### config.mk
export PLATFORM = sky130hd
export DESIGN_NAME = operand_memory
export DESIGN_NICKNAME = d
export VERILOG_FILES = /design/src/rtl/operand_memory.sv
export SDC_FILE = /design/constraint.sdc
export NUM_CORES = 1
export LEC_CHECK = 0
export CAP_MARGIN = 15
export CORE_AREA = 2 2 92 94
export CTS_CLUSTER_DIAMETER = 30
export CTS_CLUSTER_SIZE = 20
export DETAILED_ROUTE_END_ITERATION = 10
export DIE_AREA = 0 0 94 96
export SLEW_MARGIN = 20
export SYNTH_ARGS = -nofsm -noshare
export SYNTH_HDL_FRONTEND = slang
export SYNTH_SLANG_ARGS = --single-unit
### constraint.sdc
create_clock -name clk -period 2.8 [get_ports clk]
set_input_delay 0.84 -clock clk [delete_from_list [all_inputs] [get_ports clk]]
set_output_delay 0.84 -clock clk [all_outputs]
set_load 0.005 [all_outputs]
### src/rtl/operand_memory.sv
// Operand buffer between the input stream and the calculation stage: fills from
// the stream while the controller is in mem, then drains in order during cal.
module operand_memory #(
  parameter int unsigned DW    = 8,
  parameter int unsigned DEPTH = 8
) (
  input  logic                   clk,
  input  logic                   rst,
  input  logic [1:0]             state,
  input  logic [DW-1:0]          in_data,
  input  logic                   in_valid,
  input  logic                   in_last,
  output logic                   in_ready,
  output logic [DW-1:0]          out_data,
  output logic                   out_valid,
  input  logic                   out_ready,
  output logic [1:0]             MS,
  output logic [$clog2(DEPTH):0] count
);

  localparam int unsigned AW = $clog2(DEPTH);
  localparam int unsigned CW = AW + 1;

  localparam logic [1:0] ST_INIT = 2'd0;
  localparam logic [1:0] ST_MEM  = 2'd1;
  localparam logic [1:0] ST_CAL  = 2'd2;

  localparam logic [1:0] MS_IDLE    = 2'b00;
  localparam logic [1:0] MS_READY   = 2'b01;
  localparam logic [1:0] MS_LOADED  = 2'b10;
  localparam logic [1:0] MS_DRAINED = 2'b11;

  typedef enum logic [2:0] {
    S_IDLE,
    S_READY,
    S_FILL,
    S_LOADED,
    S_DRAIN,
    S_DONE
  } fsm_t;

  fsm_t            fsm_q, fsm_d;
  logic [AW-1:0]   wr_ptr, wr_ptr_d;
  logic [AW-1:0]   rd_ptr, rd_ptr_d;
  logic [CW-1:0]   count_d;
  logic            in_ready_d;
  logic            out_valid_d;
  logic [1:0]      ms_d;
  logic            wr_en;
  logic [DW-1:0]   mem [DEPTH];

  // State register and all registered outputs
  always_ff @(posedge clk or negedge rst) begin
    if (!rst) begin
      fsm_q     <= S_IDLE;
      wr_ptr    <= '0;
      rd_ptr    <= '0;
      count     <= '0;
      in_ready  <= 1'b0;
      out_valid <= 1'b0;
      MS        <= MS_IDLE;
    end else begin
      fsm_q     <= fsm_d;
      wr_ptr    <= wr_ptr_d;
      rd_ptr    <= rd_ptr_d;
      count     <= count_d;
      in_ready  <= in_ready_d;
      out_valid <= out_valid_d;
      MS        <= ms_d;
    end
  end

  // Operand storage; contents survive reset and are tracked only by pointers
  always_ff @(posedge clk) begin
    if (wr_en) mem[wr_ptr] <= in_data;
  end

  assign out_data = mem[rd_ptr];

  // Next-state, pointer and output logic
  always_comb begin
    fsm_d       = fsm_q;
    wr_ptr_d    = wr_ptr;
    rd_ptr_d    = rd_ptr;
    count_d     = count;
    in_ready_d  = 1'b0;
    out_valid_d = 1'b0;
    wr_en       = 1'b0;

    case (fsm_q)
      S_IDLE: fsm_d = S_READY;

      S_READY: begin
        if (state == ST_MEM) begin
          fsm_d      = S_FILL;
          in_ready_d = (count < CW'(DEPTH));
        end
      end

      S_FILL: begin
        if (state != ST_INIT) begin
          if (in_valid && in_ready) begin
            wr_en    = 1'b1;
            wr_ptr_d = wr_ptr + AW'(1);
            count_d  = count + CW'(1);
          end
          in_ready_d = (count_d < CW'(DEPTH));
          // The accepted operand is already stored when the block reports loaded
          if (wr_en && (in_last || count_d == CW'(DEPTH))) begin
            fsm_d      = S_LOADED;
            in_ready_d = 1'b0;
          end
        end
      end

      S_LOADED: begin
        if (state == ST_CAL) begin
          fsm_d       = S_DRAIN;
          out_valid_d = (count != '0);
        end
      end

      S_DRAIN: begin
        if (state != ST_INIT) begin
          out_valid_d = (count != '0);
          if (out_valid && out_ready) begin
            rd_ptr_d = rd_ptr + AW'(1);
            count_d  = count - CW'(1);
            if (count_d == '0) begin
              fsm_d       = S_DONE;
              out_valid_d = 1'b0;
            end
          end
        end
      end

      S_DONE: ;

      default: fsm_d = S_IDLE;
    endcase

    // Controller restart from any active state
    if (state == ST_INIT && fsm_q inside {S_FILL, S_LOADED, S_DRAIN, S_DONE}) begin
      fsm_d       = S_READY;
      wr_ptr_d    = '0;
      rd_ptr_d    = '0;
      count_d     = '0;
      in_ready_d  = 1'b0;
      out_valid_d = 1'b0;
      wr_en       = 1'b0;
    end

    case (fsm_d)
      S_IDLE:                ms_d = MS_IDLE;
      S_READY, S_FILL:       ms_d = MS_READY;
      S_LOADED, S_DRAIN:     ms_d = MS_LOADED;
      S_DONE:                ms_d = MS_DRAINED;
      default:               ms_d = MS_IDLE;
    endcase
  end

endmodule

==> results of run 1 <==
-- registers in the layout (all words and copies together), names as in the netlist --
| name | flops |
|---|---|
| mem | 64 |
| count | 4 |
| fsm_q | 3 |
| rd_ptr | 3 |
| wr_ptr | 3 |
| MS | 2 |
| in_ready | 1 |
| out_valid | 1 |
-- worst paths after layout --
kind                            from           to
hold reg to reg             count[3]     in_ready
setup reg to reg            fsm_q[2]    mem[4][1]
min in group asynchronous        rst     fsm_q[1]
max in group asynchronous        rst    rd_ptr[0]
hold / removal              count[3]     in_ready
setup / recovery           rd_ptr[0]  out_data[6]
-- routing by layer --
metal	part of all wire [%]	GRT usage (%)
met2	46	24.8
met4	1.6	6.16
met3	6.0	3.99
met1	47	25.7
met5	0	0
-- cells by family (layout without fill, tap and decap cells) --
logic type | Yosys count | in the layout
buf+inv | 10 | 81
xor+xnor | 8 | 8
flops | 81 | 81
mux | 27 | 27
fa+ha+maj | 5 | 5
compound gates | 27 | 27
simple gates | 60 | 60
-- through the flow --
step	setup TNS, ns	area (um2)	cells	total power [mW]
final	0	4440	394	2.78
after global routing	0	4440	394	2.92
after CTS	-0.0113	4480	395	2.81
after detailed placement	0	4150	373	1.88
after global placement	0	4150	373	1.87
after floorplan	0	3530	218	1.70
-- cell type report --
class                           instances  share of cell area [%]
Sequential cell                        81                    52.9
Clock buffer                            9                    2.79
Multi-Input combinational cell        127                    25.8
Tap cell                              105                    2.96
Timing Repair Buffer                   64                    13.2
Inverter                                2                   0.169
Clock inverter                          6                    2.06
-- critical path, stage by stage (launching register included) --
cell and delay, ns:
dfrtp_2 0.38, buf_6 0.11, buf_12 0.13, mux4_2 0.50, mux2_4 0.28, buf_2 0.13
-- placed cells by master, fill, tap and decap left out, types with 3 or more instances in the layout --
| master | instances |
|---|---|
| mux4_2 | 16 |
| buf_6 | 9 |
| nor2b_1 | 3 |
| clkdlybuf4s50_1 | 22 |
| xor2_1 | 3 |
| dfrtp_1 | 16 |
| nor3_1 | 4 |
| clkbuf_2 | 3 |
| or3_1 | 3 |
| mux2i_1 | 3 |
| ha_1 | 5 |
| mux2_4 | 6 |
| xnor2_1 | 5 |
| nor2_1 | 17 |
| nand2b_1 | 5 |
| edfxtp_1 | 64 |
| nand2_1 | 9 |
| buf_4 | 26 |
| o21ai_0 | 7 |
| clkbuf_8 | 9 |
| nand3_1 | 5 |
| a21oi_1 | 7 |
-- where the power goes --
part	internal [mW]	switching [mW]	leakage, nW
Clock	0.504	0.427	0.110
Combinational	0.220	0.203	0.693
Sequential	1.35	0.0781	0.796
Total	2.07	0.709	1.60
-- timing repair --
| item | 4_1_cts | 5_1_grt |
|---|---|---|
| setup endpoints to repair | 8 | 7 |
| pin swaps | 0 | 0 |
| buffers inserted | 6 | 0 |
| cloned | 1 | 0 |
| gates resized for setup | 41 | 3 |
==> summary.txt, run 1 <==
outcome: completed
layout cells sized above 1: 30.1%
top post-synthesis cells by count: edfxtp_1 (64), dfrtp_1 (17), nor2_1 (17)
# setup viols final: 0
Syn Nets: 238
CTS H-tree depth: 3
Post-DP HPWL: 4.77 mm
Clock Latency Late Sink: 0.36 ns
DR WL/cell: 17.6 um
critical path required time: 1.96 ns
Die ar.: 0.00902 mm2
Root Buffer: clkbuf_8
Max Clk Rate: 370 MHz
Synth Flop Type: edfxtp_1
largest net degree at the start of global routing: 19
vias per cell: 5.21
hold buffers post-CTS: 0
Fillers: 646
row cnt: 33
CP Capture Type: output pin
core region area: 0.00805 mm2
max cap viols: 0
Leakage: 1.60 nW
Crit Path Max Fanout: 7
startpoint types: flop
endpoints failing hold: 0
synthesis-to-finish area growth: 25.8%
number of synthesized flops with an enable pin: 64
Max rail drop VDD: 0.291 mV
initial core utilization: 43.8%
Setup WS pre-CTS: 0.0286 ns
Post-Syn Area: 0.00353 mm2
P per Cell Area: 627 mW/mm2
largest cells by area after synthesis: edfxtp_1 (55%), dfrtp_1 (12%), mux4_2 (10%)
Worst-path clk slew: 0.09 ns
critical setup path kind: flop to output pin
ys async rst share: 21.0%
Port Buffers: 30
first-pass GRT wire length: 11.1 mm
vias in the first global route: 2022
Warnings, synthesis: 0
die width: 94 um
relative slew slack: 69.1%
mux contribution to synthesized area: 13.6%
Post-Synth Adder-Cell Area: 1.77%
via count: 2051
Seq/Total Area, Yosys: 66.6%
Mapped Cells: 218
First-pass DRT Iterations: 5
sequential cell area: 0.00235 mm2
DRC violations left: 0
Nets: 305
worst setup margin: 0.0942 ns
initial antenna violation count: 0
Clock Skew: 0.0164 ns
R2R Setup Slk: 0.75 ns
Hold Slack: 0.619 ns
RSZ-0062 raised after global routing: no
top-count cell post-synth: edfxtp_1
routability cong.: 0.795
Pins Over Slew Limit: 0
leading area contributor after synthesis: edfxtp_1
largest family of logic cells by synthesized area: multiplexers
Detailed Route WL: 6.94 mm
1st-iter DRT viols: 112
compound-cell area share of the yosys netlist: 5.22%
ANT nets after route: 0
Yosys top cell area share: 54.5%
#FFs+latches synth: 81
Distinct cells, synth: 44
XOR/XNOR share of the synthesized area: 1.99%
TritonCTS clock tree: yes
mean post-synth cell area: 16.2 um2
CTS Buf Count: 9
utilization after layout: 55.1%
die height: 96 um
min Tclk post-route: 2.71 ns
clock sink count: 81
R2R cell count: 5
post-synthesis simple-gate area fraction: 9.08%
final worst-path cycle share: 96.6%
Worst Hold Class: flop to flop
Ports: 31
Hold Path Depth: 1
ANT cells: 0
critical path arrival: 1.87 ns
multi-input logic area: 0.00115 mm2
GRT Total Usage: 17.2%
GR Overflow Total: 0
Bufs on Longest Clock Path: 2
worst slew pin tran: 0.460 ns
Note: power is estimated with default switching activity, not from simulation.
==> inputs of run 2 (changes only) <==
Settings changed: GPL_ROUTABILITY_DRIVEN from default to 1.
==> results of run 2 <==
Final layout, timing and power as in run 1 (identical DEF).
